===== src/rtl/bcd2bin_seq_pkg.sv =====
// Shared constants and FSM encoding for the BCD/binary converter family.
package bcd2bin_seq_pkg;

    localparam int unsigned DIGIT_W  = 4;
    localparam int unsigned N_DIGITS = 4;
    localparam int unsigned BIN_W    = 14;
    localparam int unsigned N_STEPS  = BIN_W;

    typedef enum logic [1:0] {
        S_IDLE = 2'd0,
        S_CONV = 2'd1,
        S_DONE = 2'd2
    } state_t;

    // A BCD digit is only legal in the range 0..9.
    function automatic logic digit_invalid(input logic [DIGIT_W-1:0] d);
        return d > 4'd9;
    endfunction

endpackage


===== src/rtl/bcd2bin_seq_sub3.sv =====
// One BCD field correction step of reverse double dabble: subtract 3 when >= 8.
module bcd_digit_sub3
    import bcd2bin_seq_pkg::*;
(
    input  logic [DIGIT_W-1:0] i_d,
    output logic [DIGIT_W-1:0] o_d
);

    assign o_d = (i_d >= 4'd8) ? (i_d - 4'd3) : i_d;

endmodule


===== src/rtl/bcd2bin_seq.sv =====
// Sequential packed-BCD to binary converter using reverse double dabble,
// one shift/correct step per clock.
module bcd2bin_seq #(
    parameter int unsigned N_DIGITS = bcd2bin_seq_pkg::N_DIGITS,
    parameter int unsigned BIN_W    = bcd2bin_seq_pkg::BIN_W
) (
    input  logic                  clk,
    input  logic                  rst,
    input  logic                  start,
    input  logic [4*N_DIGITS-1:0] bcd_in,
    output logic [BIN_W-1:0]      bin_out,
    output logic                  valid,
    output logic                  err,
    output logic                  busy
);

    import bcd2bin_seq_pkg::*;

    localparam int unsigned BCD_W = 4 * N_DIGITS;
    localparam int unsigned SR_W  = BCD_W + BIN_W;
    localparam int unsigned STEPS = BIN_W;
    localparam int unsigned CNT_W = $clog2(STEPS + 1);

    state_t           r_state;
    logic [SR_W-1:0]  r_sr;
    logic [CNT_W-1:0] r_cnt;

    logic [SR_W-1:0]  w_shifted;
    logic [SR_W-1:0]  w_next;
    logic             w_bad;

    // Shift right, then correct every BCD field in the upper part of the register.
    assign w_shifted            = r_sr >> 1;
    assign w_next[BIN_W-1:0]    = w_shifted[BIN_W-1:0];

    for (genvar g = 0; g < N_DIGITS; g++) begin : g_digit
        bcd_digit_sub3 u_sub3 (
            .i_d (w_shifted[BIN_W + g*DIGIT_W +: DIGIT_W]),
            .o_d (w_next[BIN_W + g*DIGIT_W +: DIGIT_W])
        );
    end

    always_comb begin
        w_bad = 1'b0;
        for (int i = 0; i < N_DIGITS; i++) begin
            if (digit_invalid(bcd_in[i*DIGIT_W +: DIGIT_W])) begin
                w_bad = 1'b1;
            end
        end
    end

    always_ff @(posedge clk or posedge rst) begin
        if (rst) begin
            r_state <= S_IDLE;
            r_sr    <= '0;
            r_cnt   <= '0;
            bin_out <= '0;
            valid   <= 1'b0;
            err     <= 1'b0;
            busy    <= 1'b0;
        end else begin
            valid <= 1'b0;
            case (r_state)
                S_IDLE: begin
                    if (start) begin
                        busy <= 1'b1;
                        if (w_bad) begin
                            // Illegal digit: report immediately without converting.
                            bin_out <= '0;
                            err     <= 1'b1;
                            valid   <= 1'b1;
                            r_state <= S_DONE;
                        end else begin
                            r_sr    <= {bcd_in, {BIN_W{1'b0}}};
                            r_cnt   <= '0;
                            r_state <= S_CONV;
                        end
                    end
                end
                S_CONV: begin
                    r_sr  <= w_next;
                    r_cnt <= r_cnt + CNT_W'(1);
                    if (r_cnt == CNT_W'(STEPS - 1)) begin
                        bin_out <= w_next[BIN_W-1:0];
                        err     <= 1'b0;
                        valid   <= 1'b1;
                        r_state <= S_DONE;
                    end
                end
                S_DONE: begin
                    busy    <= 1'b0;
                    r_state <= S_IDLE;
                end
                default: begin
                    busy    <= 1'b0;
                    r_state <= S_IDLE;
                end
            endcase
        end
    end

endmodule


===== config.mk =====
export PLATFORM = sky130hd
export DESIGN_NAME = bcd2bin_seq
export DESIGN_NICKNAME = d
export VERILOG_FILES = /design/src/rtl/bcd2bin_seq_pkg.sv /design/src/rtl/bcd2bin_seq_sub3.sv /design/src/rtl/bcd2bin_seq.sv
export SDC_FILE = /design/constraint.sdc
export NUM_CORES = 1
export LEC_CHECK = 0
export BUFFER_PORTS_ARGS = -buffer_cell sky130_fd_sc_hd__clkbuf_2
export CAP_MARGIN = 20
export CORE_MARGIN = 2
export CORE_UTILIZATION = 50
export CTS_CLUSTER_SIZE = 16
export DETAILED_ROUTE_END_ITERATION = 6
export PLACE_DENSITY = 0.81
export SLEW_MARGIN = 20
export SYNTH_ARGS = -nofsm -noshare
export SYNTH_HDL_FRONTEND = slang
export SYNTH_HIERARCHICAL = 1
export SYNTH_SLANG_ARGS = --single-unit
export TNS_END_PERCENT = 10

===== constraint.sdc =====
create_clock -name clk -period 4.9 [get_ports clk]
set_clock_uncertainty 0.05 [all_clocks]
set_input_delay 0.245 -clock clk [delete_from_list [all_inputs] [get_ports clk]]
set_output_delay 0.245 -clock clk [all_outputs]
set_load 0.1 [all_outputs]

* Yosys cells after proc, flatten, opt, wreduce, memory -nomap -nowiden
Index checks and enable logic that the tools add are counted.
Storage, ports and cells: flip-flop bits (word level) 53, latch bits 0, memory bits (writable) 0, memory bits (read-only) 0, bits of input ports 19, output and inout bits 17, word-level logic and storage cells 65, memories 0
Cells by class: $add $sub $neg 5, $mul 0, divide/modulo/power cells 0, magnitude comparators 8, equal/unequal tests 6, shift-type cells 0, muxes and demuxes 32, bitwise operators 1, reduce and logical (&&, ||, !) cells 6
Operators by type and width (count):
- 30-bit two-way mux | 2
- 30-bit one-hot mux with 2 select lines | 1
- 14-bit two-way mux | 3
- 14-bit one-hot mux with 2 select lines | 1
- 4-bit two-way mux | 6
- 4-bit greater-than comparator, second input constant | 4
- 4-bit >= comparator, second input constant | 3
- 4-bit by 2-bit subtractor with 4-bit output, second input constant | 3
- 1-bit two-way mux | 11
- 2-bit inequality test, second input constant | 4
- 4-bit one-hot mux with 2 select lines | 1
- 2-bit two-way mux | 3
- 1-bit one-hot mux with 2 select lines | 3
- 4-bit by 1-bit adder with 4-bit output, second input constant | 1
- 4-bit == test, second input constant | 1
- 3-bit by 4-bit >= comparator with 1-bit output, second input constant | 1
- 2-bit one-hot mux with 2 select lines | 1
- 2-bit AND reduction | 2
- 4-bit AND reduction | 1
- 3-bit by 2-bit subtractor with 4-bit output, second input constant | 1
- 3-bit AND reduction | 1
- 2-bit by 1-bit == test with 1-bit output, second input constant | 1
- 2-bit zero test | 1
- 2-bit nonzero test | 1
- 1-bit NOT | 1

* Longest topological paths before layout
Gate-level depths: netlist (run 1).
word-level depth 8, depth in mapped cells 6, depth with buffers taken out 6

* By module
The synthesis (run 1) kept the hierarchy.
By module, submodules not included:
- bcd2bin_seq | instances 1, cells each 216, area each 2417.3 sq um, seq. area each 1301.2 sq um
- bcd_digit_sub3 | instances 4, cells each 11, area each 76.3 sq um, seq. area each 0.0 sq um

* Worst setup path after synthesis (run 1)
OpenSTA, ideal clock, no wires.
path kind input port to flip-flop, start in bcd_in[14], end reg r_sr[14], library setup time 0.126 ns, arrival time 1.437 ns, required time 4.724 ns, path slack 3.288 ns, cell stages on the path 6, path buffers 2, cell sequence o21ai_0 nand4_1 buf_6 buf_6 or4_1 o311a_1
On the way: longest elaborated chain between the ends 4
RTL lines:
- from (decl) | RTL line bcd2bin_seq.sv:10 | input logic [4*N_DIGITS-1:0] bcd_in,
- 4-bit greater-than comparator | RTL line bcd2bin_seq_pkg.sv:17 | return d > 4'd9;
- 1-bit two-way mux | RTL line bcd2bin_seq.sv:46 | if (digit_invalid(bcd_in[i*DIGIT_W +: DIGIT_W])) begin
- 2-bit inequality test (no source line)
- 3-bit AND reduction (no source line)
- to (signal assigned) | RTL line bcd2bin_seq.sv:74 | r_sr <= {bcd_in, {BIN_W{1'b0}}};
- to (signal assigned) | RTL line bcd2bin_seq.sv:81 | r_sr <= w_next;
- to (decl) | RTL line bcd2bin_seq.sv:25 | logic [SR_W-1:0] r_sr;
Every way passes these cells. A chain may end at the register's enable or synchronous reset.

* Worst setup path in the final report (run 1)
start in bcd_in[14], end reg r_sr[7]
The elaborated chain is that of the path after synthesis.

==> results.txt, run 1 <==
* Synthesized flop and latch total: 52
- Number of ports placed on the die boundary: 36
- GR Util All Layers: approximately 20%
* Required time of the critical path: 5.00 ns
- Leakage power of the design: about 1.4 nW
- The min-delay analysis places its worst path in the category in2async.
* Number of flops mapped to enable cells by yosys: 0
- The number of setup buffers added after CTS is 0.
- The worst-case IR drop observed on VDD is 0.387 mV.
* Wire length of the first global-routing pass: 9.80 mm
- Category of the worst setup path capture point: flip-flop
- Deepest level of the CTS H-tree: 2
- The critical path in this run is classified as in2reg.
- Netlist Area Pre-Place: ~2700 sq um
- Share of async-settable or async-resettable flops after synthesis: 100%
* Antenna violations before repair: 0
* Min cycle time layout: 2.35 ns
- Setup repair after global routing left no endpoint under its margin.
- Yosys printed 6 warnings.
* CTS-repair resized insts: 0
- DIE HEIGHT: 77.8 um
- CTS tree: built
* Routed vias/inst: 5.83
- Detailed routing inserted a total of 2,104 vias.
- The cell count after synthesis came out at 260.
- Counting the buffers created by CTS gives 5.
- Remaining global-route overflow: 0
- The count of nets left with antenna violations once routing finished came out at 0.
* Total of hold buffers inserted after clock tree synthesis: 0
- Switching share of total power: 42.1%
- Largest area contributor in the netlist: dfrtp_1
* Area enclosed by the die boundary: 6050 sq um
- STA classifies the critical path startpoint as a primary input.
- Final critical-path share of the clock period: between 40% and 50%
- In the final layout, the multi-input gates occupy about 1300 sq um.
- The analysis attributes to net switching a power of about 800 uW.
- The internal power of the cells totals 1.12 mW.
* DRC violation count after routing: 0
- Final total power: 1.93 mW
* Commonest non-fill, non-tap cell in the layout: dfrtp_1
* Dpl hpwl: 3.54 mm
- Growth of design area from synthesis to finish: 12.4%
- In this run the worst path has a maximum fanout of 20.
* Placer congestion estimate: 0.823
* Layout cell share with drive strength beyond 1: between 15 and 20%
* Most frequent cells in the layout: 52 x dfrtp_1, 36 x nand2b_1, 35 x clkbuf_2
* Count of antenna diodes in the layout: 0
- Pin count of the biggest net entering global routing: 53
- Across the whole layout, storage elements account for 1300 sq um.
- In this run, distinct cell masters in the synthesized netlist total 32.
- In this run the tightest slew margin relative to its limit is 29.9%.
- In this run, the number of DRC markers left after iteration 0 of detailed routing was approximately 140.
- Combinational Power Share: about two fifths
- Of the total power, the clock network draws between 10% and 20%.
* Slew at the pin closest to its max-slew limit: 1.05 ns
- For this run, the leading register cell type out of synthesis is dfrtp_1.
- Total of max-cap violations: 0
- Via count of the first global-routing pass: about 2,100
- Source-to-sink clock delay at the later pin of the worst-skew pair: 0.31 ns
- The share of the Yosys chip area taken by registers is 47.8%.
- The first detailed-routing pass took 4 iterations.
- Ratio of total power to cell area: 629 nW/um^2
* Final TNS setup: 0 ns
* Data arrival time of the critical path: 2.45 ns
- Cell types with the largest area share after synthesis: dfrtp_1 48%, nand2b_1 8.3%, o311a_1 5.9%
- Core occupancy in the finished layout: 59.2%
- The filler cells instantiated in the layout total 436.
- Share of power burned in registers: 41.9%
- Number of standard-cell rows in the floorplan: 26
- The initial utilization of the core area, before any placement, comes to a little over half.
- Clock-pin transition on the worst setup and hold timing paths: around 0.090 ns
* Mean routed wirelength per cell: 15.3 um
- Number of I/O port buffers: 35
- The region available for standard cell placement spans between 5000 and 6000 sq um.
- Final count of pins violating max slew: 0
- Number of failing setup endpoints in the final timing report: 0
- For this run, the top clock speed supported by timing is about 0.42 GHz.
- In this run the deepest clock path goes through 2 buffers.
- Clock tree synthesis found a total of between 50 and 60 sinks.
* Syn avg cell area: 10.5 sq um
- The routed design has 5.54 mm of wire.
- Final hold violation count: 0
- Root Buffer Master: clkbuf_8
* Result of the run: complete, no violations
- Top cell type's share of synthesized area: a little under half
* Die span in x: 77.8 um
- # nets final: between 300 and 400
==> synthesized netlist by cell type, drive strengths merged, types with 2 or more instances <==
master  instances
clkbuf         12
nand2b         36
nor2            5
nor3            2
xnor2           4
xor2            4
mux2            2
o311a          16
a22o           14
a31oi           2
nand4           2
dfrtp          52
buf             6
ha             10
nand2           4
o21ai          23
nor2b           6
or4            16
a21oi           5
a22oi          16
inv            16
==> final timing paths <==
kind / cells after the start / startpoint / end / slack, ns
setup / recovery: 5 / bcd_in[14] / r_sr[7]$_DFFE_PP0P_ / 2.55
hold / removal: 2 / rst / r_sr[16]$_DFFE_PP0P_ / 0.02
setup reg to reg: 4 / r_state[0]$_DFFE_PP0P_ / bin_out[13]$_DFFE_PP0P_ / 2.65
hold reg to reg: 1 / bin_out[8]$_DFFE_PP0P_ / bin_out[8]$_DFFE_PP0P_ / 0.46
max in group asynchronous: 2 / rst / r_sr[2]$_DFFE_PP0P_ / 4.26
min in group clk: 3 / bcd_in[8] / r_sr[22]$_DFFE_PP0P_ / 0.24
==> routing by layer <==
| layer | vias up | track usage, % | routed length (um) |
|---|---|---|---|
| met5 | - | 0 | 0 |
| met4 | 0 | 5.54 | 84 |
| met3 | 12 | 4.88 | 254 |
| met2 | 53 | 32.2 | 2590 |
| met1 | 1041 | 27.2 | 2610 |
| li1 | 998 | - | - |
==> worst max-delay path: stages <==
cell	delay [ns]
clkbuf_2	0.09
o21ai_0	0.30
nand4_1	0.59
nor2_1	0.98
o21ai_0	0.23
==> layout make-up <==
| type | instances | area share (%) |
|---|---|---|
| clock buffer | 7 | 3.15 |
| multi-input combinational | 178 | 42.3 |
| inverter | 16 | 2.00 |
| tap | 70 | 2.86 |
| timing repair buffer | 37 | 6.21 |
| clock inverter | 1 | 0.981 |
| sequential | 52 | 42.5 |
==> power groups by stage <==
| stage | registers (mW) | logic (mW) | clock network, mW |
|---|---|---|---|
| floorplan | 0.946 | 0.497 | 0 |
| CTS | 0.804 | 0.805 | 0.324 |
| global placement | 0.802 | 0.767 | 0 |
| detailed placement | 0.811 | 0.798 | 0 |
| global route | 0.840 | 0.892 | 0.343 |
| finish | 0.807 | 0.800 | 0.319 |
==> metrics by stage <==
| step | std cells | instance area (sq um) | worst slack, ns | hold slack (ns) |
|---|---|---|---|---|
| after CTS | 361 | 3060 | 2.54 | 0.164 |
| after global routing | 361 | 3060 | 2.29 | 0.0900 |
| after floorplan | 264 | 2740 | 3.29 | 0.419 |
| after detailed placement | 353 | 2930 | 2.23 | 0.430 |
| final | 361 | 3060 | 2.55 | 0.0170 |
| after global placement | 353 | 2930 | 2.33 | 0.436 |
==> cell families after synthesis <==
group / count (synthesis) / synth area share [%]
flops: 52 / 47.8
xor+xnor: 8 / 2.57
fa+ha+maj: 10 / 4.60
simple gates: 73 / 17.0
buf+inv: 34 / 5.33
other cells: 1 / 0.138
mux: 2 / 0.827
compound gates: 80 / 21.8
==> flip-flops by register name, indices dropped and copies added, names as in the netlist <==
signal	count
r_state	2
r_cnt	4
busy	1
r_sr	29
err	1
bin_out	14
valid	1
(Power assumes the default switching activity.)
==> run 2, diff against run 1 <==
- ABC_AREA: not set -> 1
- PLACE_DENSITY: 0.81 -> 0.83
- clock period: 4.9 -> 2.1 ns (I/O delays scaled with it)
==> run 2 against run 1 <==
Against the previous run:
- non-clock buffer count rose by 2
- via count rose by 10%
- utilization is 2.5 points lower
- power grew 120%
- flip-flop and latch count unchanged
- final area grew 0.69%
==> results.txt, run 2 <==
- Result of the run: complete, no violations (unchanged)
- The critical path's top delay family was compound AO/OA/AOI/OAI gates (was simple AND/OR/NAND/NOR gates).
- The register with the highest flop count was r_sr (unchanged).
- The number of antenna violations at the first check in global routing came to 0 (unchanged).
- Count of antenna diodes in the layout: 0 (unchanged)
- Initial DRT Pass Iterations: 4 (unchanged)
* Largest area contributor in the netlist: dfrtp_1 (unchanged)
* Area enclosed by the die boundary: 6150 sq um (was 6050 sq um)
- Number of ports placed on the die boundary: 36 (unchanged)
* Growth of design area from synthesis to finish: 11.2% (was 12.4%)
- The core area was 5440 sq um (was 5170 sq um).
* Via count of the first global-routing pass: 2,270 (was 2,113)
- The detailed-route vias per instance came to 4.88 (was 5.83).
* Ratio of total power to cell area: 1390 nW/um^2 (was 629 nW/um^2)
* Core occupancy in the finished layout: 56.7% (was 59.2%)
* Share of async-settable or async-resettable flops after synthesis: 100% (unchanged)
- Buffer depth of the longest clock path: 2 (unchanged)
- Final worst-path setup slack: 0.321 ns (was 2.55 ns)
* Most frequent cells in the layout: 160 x nand2_1, 52 x nand3_1, 52 x dfrtp_1 (was 52 x dfrtp_1, 36 x nand2b_1, 35 x clkbuf_2)
* Slew at the pin closest to its max-slew limit: 0.726 ns (was 1.05 ns)
- Remaining global-route overflow: 0 (unchanged)
* Data arrival time of the critical path: 1.93 ns (was 2.45 ns)
- Final total power: 4.29 mW (was 1.93 mW)
- Cell types with the largest area share after synthesis: dfrtp_1 47%, nand2_1 22%, nand3_1 9.4% (was dfrtp_1 48%, nand2b_1 8.3%, o311a_1 5.9%)
- The static leakage is 1.82 nW (was 1.40 nW).
* Netlist Area Pre-Place: 2770 sq um (was 2720 sq um)
- The maximum number of pins on one net before global-route repair was 53 (unchanged).
* Most used standard cell by instance count after synthesis: nand2_1 (was dfrtp_1)
- The clock latency reported for the late side of the worst-skew pair was 0.31 ns (about the same).
- The final sum of negative setup slack was 0 ns (unchanged).
- The aggregate routed wire length was 5.63 mm (was 5.54 mm).
- The mean instance size in the synthesized netlist was 7.59 sq um (was 10.5 sq um).
- Mean routed wirelength per cell: 11.8 um (was 15.3 um)
- CTS-repair resized insts: 0 (unchanged)
* Placer congestion estimate: 0.769 (was 0.823)
- The row count is 27 (was 26).
- The HPWL after detailed placement came to 3.92 mm (was 3.54 mm).
- Cell-by-cell listing of the critical path: o21ai_2, nand2_4, nand2_1, nand2_1 (was clkbuf_2, o21ai_0, nand4_1, nor2_1, o21ai_0).
- The total via count after detailed routing was 2,320 (was 2,104).
- # nets final: 431 (was 319)
* Library cell appearing most often on the critical path: nand2_1 (was o21ai_0)
* Dominant register cell in the synthesized netlist: dfrtp_1 (unchanged)
- The global-route wire length before repair is 9.85 mm (was 9.80 mm).
* Highest-delay cell along the critical path: o21ai_2 (was nor2_1)
* DRC violation count after routing: 0 (unchanged)
* Antenna Violating Nets Remaining: 0 (unchanged)
- Required time of the critical path: 2.25 ns (was 5.00 ns)
* Number of I/O port buffers: 35 (unchanged)
* Initial cell density of the core: 50.9% (was 52.6%)
- The clock slew at the register clock pins of the worst setup and hold paths is 0.10 ns (was 0.09 ns).
* Final count of pins violating max slew: 0 (unchanged)
- CTS Sinks: 52 (unchanged)
* Worst reg2reg path startpoint: r_state[1]$_DFFE_PP0P_ (was r_state[0]$_DFFE_PP0P_)
- Final hold violation count: 0 (unchanged)
- The number of enable flip-flop cells after synthesis came to 0 (unchanged).
- Commonest non-fill, non-tap cell in the layout: nand2_1 (was dfrtp_1)
- The total CTS buffers is 5 (unchanged).
* Number of unique standard cell types used by synthesis: 22 (was 32)
- Number of failing setup endpoints in the final timing report: 0 (unchanged)
* Worst Setup Slack post-DPL: 0.352 ns (was 2.23 ns)
* Category of the worst setup path capture point: flip-flop (unchanged)
- Class of the most critical hold timing path: in2reg (was in2async)
- Highest clock rate: 0.562 GHz
* Hold Path Origin: start
- The flip-flop and latch count after synthesis came to 52 (unchanged).
- The clock tree from TritonCTS was built (unchanged).
- Of the available clock period, the critical path in the final layout requires 84.7%.
- Max FFs per register: 29 (unchanged)
- The starting DRC count in detailed routing was 285 (was 139).
- The number of max-cap violations was 0 (unchanged).
- DIE HEIGHT: 78.4 um (was 77.8 um)
- Commonest cells in the synthesized netlist: 160 x nand2_1, 52 x dfrtp_1, 52 x nand3_1 (was 52 x dfrtp_1, 36 x nand2b_1, 22 x o21ai_0).
* Launching element of the worst setup path: r_state[1]$_DFFE_PP0P_ (was bcd_in[14])
- Startpoint type of the worst setup path: flip-flop (was primary input)
- RSZ-0062 raised after global routing: no (unchanged).
- The category of the critical setup timing path is reg2reg (was in2reg).
- Min cycle time layout: 1.78 ns
* Worst-case register-to-register setup slack: 0.32 ns (was 2.65 ns)
* Largest registers in the final layout: r_sr: 29 flops, bin_out: 14 flops, r_cnt: 4 flops (unchanged)
- The root buffer cell is clkbuf_8 (unchanged).
- The x dimension of the die came to 78.4 um (was 77.8 um).
- The worst max-slew margin expressed relative to the limit is 51.6% (was 29.9%).
- Post-route cell area: 3080 sq um (was 3060 sq um)
- The sequential cell area fraction in the yosys report came to 47.0% (was 47.8%).
* Synthesis warning total: 6 (unchanged)
* Post-synthesis instance total: 365 (was 260)
* GR Util All Layers: 20.1% (about the same)
* Post-Place Cell Area: 2980 sq um (was 2930 sq um)
- The share of cells above drive strength 1 is 15.1% (was 17.9%).
- Deepest level of the CTS H-tree: 2 (unchanged)
* Largest stage delay on the critical path: 0.60 ns (was 0.98 ns)
- The worst-path maximum fanout was 33 (was 20).
- Top cell type's share of synthesized area: 47.0% (was 47.8%)
- Worst vdd rail ir drop: 0.654 mV (was 0.387 mV)
- Worst path buffer plus inverter count: 0 (was 1)
## run 2: cell count changes in the layout (fill, tap and decap cells not counted), sizes merged, moves of 6 or more
cell,delta
nor2,+7
nor2b,-6
nand3,+51
inv,+20
o21ai,-11
or4,-16
nand2b,-36
nand2,+161
a22oi,-16
a22o,-14
o311a,-16
## run 2: kinds of logic (layout without fill, tap and decap cells)
group | after synthesis | count (layout) | share of synthesized area [%]
other | 1 | 6 | 0.135
XOR/XNOR | 4 | 4 | 1.26
flip-flops | 52 | 52 | 47.0
buffers and inverters | 48 | 81 | 8.04
AO/OA/AOI/OAI | 16 | 16 | 3.39
adder cells (fa/ha/maj) | 10 | 10 | 4.52
AND/OR/NAND/NOR | 234 | 234 | 35.7
## run 2: path summary, 6_finish.rpt
| path | to | cells past startpoint |
|---|---|---|
| min in group asynchronous | r_sr[21]$_DFFE_PP0P_ | 4 |
| min | r_state[0]$_DFFE_PP0P_ | 3 |
| max in group asynchronous | bin_out[9]$_DFFE_PP0P_ | 4 |
| max reg2reg | r_sr[8]$_DFFE_PP0P_ | 4 |
| max | r_sr[8]$_DFFE_PP0P_ | 4 |
| min reg2reg | r_sr[1]$_DFFE_PP0P_ | 2 |
## run 2: area by class of cell
cell class	instances	area, sq um
Fill cell	496	2360
Timing Repair Buffer	39	208
Sequential cell	52	1300
Clock buffer	5	68.8
Inverter	34	128
Multi-Input combinational cell	270	1260
Tap cell	72	90.1
Clock inverter	3	21.3
## run 2: worst min-delay path: cells and delay by family
family | cells | cell delay, ns
simple gates | 1 | 0.08
buf+inv | 1 | 0.11
compound gates | 1 | 0.09
## run 2: timing repair
| item | in CTS | in global routing |
|---|---|---|
| endpoints found under the hold margin | 52 | 0 |
| hold buffers | 1 | 0 |
| setup buffers | 0 | 0 |
## run 2: stage by stage
stage | instances | hold WS, ns
finish | 475 | 0.0779
global route | 475 | 0.0885
CTS | 475 | 0.0750
detailed placement | 466 | 0.250
global placement | 466 | 0.251
floorplan | 370 | 0.223
## run 2: per-layer routing
layer,GRT usage [%],wire [um],vias to the layer above
met3,3.91,258,10
met1,24.8,2520,1066
li1,-,-,1194
met5,0,0,-
met2,35.3,2740,50
met4,6.84,103,0
## run 2: power by group
part           internal, mW  switching [mW]  total [mW]
Combinational         0.496            1.45        1.95
Sequential             1.39           0.383        1.77
Clock                 0.237           0.339       0.576
Total                  2.12            2.17        4.29
==> run 3, diff against run 2 <==
- clock period: 2.1 -> 1.55 ns (I/O delays scaled with it)
==> run 3 against run 2 <==
Against the previous run:
- worst setup slack got worse by 0.20 ns
- largest cell class unchanged
- largest power group unchanged
- maximum frequency increased by 25%
- combinational power increased by 40%
- utilization increased by 2.0 points
- cell count increased by 1.1%
- worst hold slack got worse by 0.035 ns
- clock power increased by 61%
==> results.txt, run 3 (synthesis results as in run 2) <==
* Growth of design area from synthesis to finish: 15.1% (was 11.2%)
* Final TNS setup: 0 ns (unchanged)
- End of the worst register-to-register path: r_sr[15]$_DFFE_PP0P_ (was r_sr[8]$_DFFE_PP0P_)
* Fill cell total of the finished layout: 475 (was 496)
- The total CTS buffers was 5 (unchanged).
- Core occupancy in the finished layout: 58.6% (was 56.7%)
* Post-route cell area: 3190 sq um (was 3080 sq um)
- The number of nets in the layout is 436 (was 431).
- Worst-case register-to-register setup slack: 0.13 ns (was 0.32 ns)
- The final global-route overflow total was 0 (unchanged).
* Number of vias after detailed routing: 2,388 (was 2,320)
- GR Util All Layers: 19.9% (was 20.1%)
- The number of remaining DRC errors was 0 (unchanged).
- The kind of end point of the critical path is a flip-flop (unchanged).
* Final-layout worst hold slack: 0.0426 ns (was 0.0779 ns)
* Initial cell density of the core: 50.9% (unchanged)
- The static leakage is 1.86 nW (was 1.82 nW).
- The startpoint type of the worst setup path is a flip-flop (unchanged).
* Highest-delay cell along the critical path: dfrtp_1 (was o21ai_2)
* Pin count of the biggest net entering global routing: 53 (unchanged)
- The weighted congestion reported at the end of routability-driven placement is 0.845 (was 0.769).
* Layout cell share with drive strength beyond 1: 16.2% (was 15.1%)
- Initial DRT Pass Iterations: 5 (was 4)
- Count of antenna diodes in the layout: 0 (unchanged)
* Final worst-path setup slack: 0.125 ns (was 0.321 ns)
* Worst reg2reg path startpoint: r_state[1]$_DFFE_PP0P_ (unchanged)
- The most common cell after layout, fill and taps aside is nand2_1 (unchanged).
* Worst vdd rail ir drop: 0.870 mV (was 0.654 mV)
* Number of standard-cell rows in the floorplan: 27 (unchanged)
- Total of max-cap violations: 0 (unchanged)
* Worst path buffer plus inverter count: 2 (was 0)
- The detailed-route wire length per cell was 11.9 um (was 11.8 um).
- The via count of the first global-routing pass came to 2,292 (was 2,270).
* Die span in x: 78.4 um (unchanged)
- Final critical-path share of the clock period: 91.9% (was 84.7%)
- RSZ-0062 raised after global routing: no (unchanged)
- Wire length of the first global-routing pass: 9.99 mm (was 9.85 mm)
- Largest registers in the final layout: r_sr: 29 flops, bin_out: 14 flops, r_cnt: 4 flops (unchanged)
- Cell-by-cell listing of the critical path: inv_2, nand2_4, o21ai_2, buf_4, nand3_1, nand2_1 (was o21ai_2, nand2_4, nand2_1, nand2_1)
- The root buffer cell was clkbuf_8 (unchanged).
- Class of the most critical hold timing path: in2reg (unchanged)
- The critical path's top delay family is flip-flops (was compound AO/OA/AOI/OAI gates).
- Final hold violation count: 0 (unchanged)
* Number of I/O port buffers: 35 (unchanged)
- The detailed-route vias per instance was 4.98 (was 4.88).
- The worst-path maximum fanout came to 17 (was 33).
- The CTS sink count was 52 (unchanged).
* Ratio of total power to cell area: 1900 nW/um^2 (was 1390 nW/um^2)
* Highest clock rate: 0.702 GHz (was 0.562 GHz)
* CTS tree: built (unchanged)
* Dpl hpwl: 3.99 mm (was 3.92 mm)
- Worst Setup Slack post-DPL: 0.0651 ns (was 0.352 ns)
- The register with the highest flop count is r_sr (unchanged).
- The remaining antenna violation count after routing came to 0 (unchanged).
* Result of the run: complete, no violations (unchanged)
- Buffer depth of the longest clock path: 2 (unchanged)
* Deepest level of the CTS H-tree: 2 (unchanged)
- Worst slew slack as a fraction of its limit: 63.4% (was 51.6%)
- The destination of the worst hold path is busy$_DFFE_PP0P_ (was r_state[0]$_DFFE_PP0P_).
- Final count of pins violating max slew: 0 (unchanged)
- Required time of the critical path: 1.74 ns (was 2.25 ns)
- The number of cells traversed by the worst register-to-register path was 6 (was 4).
- The core area was 5440 sq um (unchanged).
- Hold Path Origin: start (unchanged)
* Most frequent cells in the layout: 160 x nand2_1, 52 x nand3_1, 52 x dfrtp_1 (unchanged)
- Number of ports placed on the die boundary: 36 (unchanged)
- The worst hold path depth is 3 (unchanged).
- The clock slew at the register clock pins of the worst setup and hold paths was 0.10 ns (about the same).
* Min cycle time layout: 1.42 ns (was 1.78 ns)
* Slew at the pin closest to its max-slew limit: 0.552 ns (was 0.726 ns)
- Largest stage delay on the critical path: 0.42 ns (was 0.60 ns)
- Type of the worst setup path: reg2reg (unchanged)
* Max FFs per register: 29 (unchanged)
- Area enclosed by the die boundary: 6150 sq um (unchanged)
* Initial DRC count: 196 (was 285)
* Number of failing setup endpoints in the final timing report: 0 (unchanged)
- The clock latency reported for the late side of the worst-skew pair came to 0.30 ns (was 0.31 ns).
- The aggregate routed wire length is 5.69 mm (was 5.63 mm).
* DIE HEIGHT: 78.4 um (unchanged)
- Post-Place Cell Area: 3060 sq um (was 2980 sq um)
- Data arrival time of the critical path: 1.61 ns (was 1.93 ns)
* Antenna violations before repair: 0 (unchanged)
## run 3: cell count changes in the layout (fill, tap and decap cells not counted), sizes merged
cell      previous run  this run
buf                  3         8
clkbuf              40        41
clkinv               1         0
bufinv               0         1
clkinvlp             1         0
## run 3: where the power goes
part	internal [mW]	switching [mW]	leakage (nW)	total, mW
clock network	0.488	0.438	0.0558	0.926
logic	0.730	1.99	1.12	2.73
registers	1.88	0.530	0.678	2.41
total	3.10	2.96	1.86	6.06
## run 3: worst max path at each step
stage | startpoint | to | cells after the start
finish | r_state[1]$_DFFE_PP0P_ | r_sr[15]$_DFFE_PP0P_ | 6
CTS | r_state[1]$_DFFE_PP0P_ | r_cnt[3]$_DFFE_PP0P_ | 7
global route | r_state[1]$_DFFE_PP0P_ | r_sr[23]$_DFFE_PP0P_ | 7
detailed placement | r_state[1]$_DFFE_PP0P_ | r_cnt[3]$_DFFE_PP0P_ | 7
floorplan | rst | bin_out[0]$_DFFE_PP0P_ | 1
global placement | r_state[1]$_DFFE_PP0P_ | r_sr[16]$_DFFE_PP0P_ | 7
## run 3: metal layers
layer,global-route usage [%],routed length [um],vias up
met2,34.5,2860,51
li1,-,-,1207
met1,26.2,2540,1124
met4,5.79,63,0
met5,0,0,-
met3,2.64,228,6
## run 3: final cells by class
cell class	count	area, sq um	share of cell area, %
Clock buffer	6	72.6	2.28
Timing Repair Buffer	44	283	8.87
Tap cell	72	90.1	2.82
Multi-Input combinational cell	270	1280	40.0
Clock inverter	2	38.8	1.22
Inverter	34	128	4.00
Sequential cell	52	1300	40.8
## run 3: per-stage QoR
| stage | power, mW | std cells |
|---|---|---|
| 6_report | 6.06 | 480 |
| 2_1_floorplan | 4.56 | 370 |
| 3_3_place_gp | 5.00 | 471 |
| 5_1_grt | 6.53 | 480 |
| 4_1_cts | 6.07 | 480 |
| 3_5_place_dp | 5.13 | 471 |
## run 3: repair_timing
| item | in CTS | in global routing |
|---|---|---|
| setup buffers | 0 | 0 |
| setup endpoints to repair | 0 | 36 |
| gates resized for setup | 0 | 2 |
| hold endpoints to repair | 52 | 0 |
| hold buffers | 1 | 0 |
## run 3: worst reg2reg max path, cell delays in order, from the launching register on
cell	delay, ns
dfrtp_1	0.42
inv_2	0.10
nand2_4	0.13
o21ai_2	0.21
buf_4	0.26
nand3_1	0.10
nand2_1	0.09
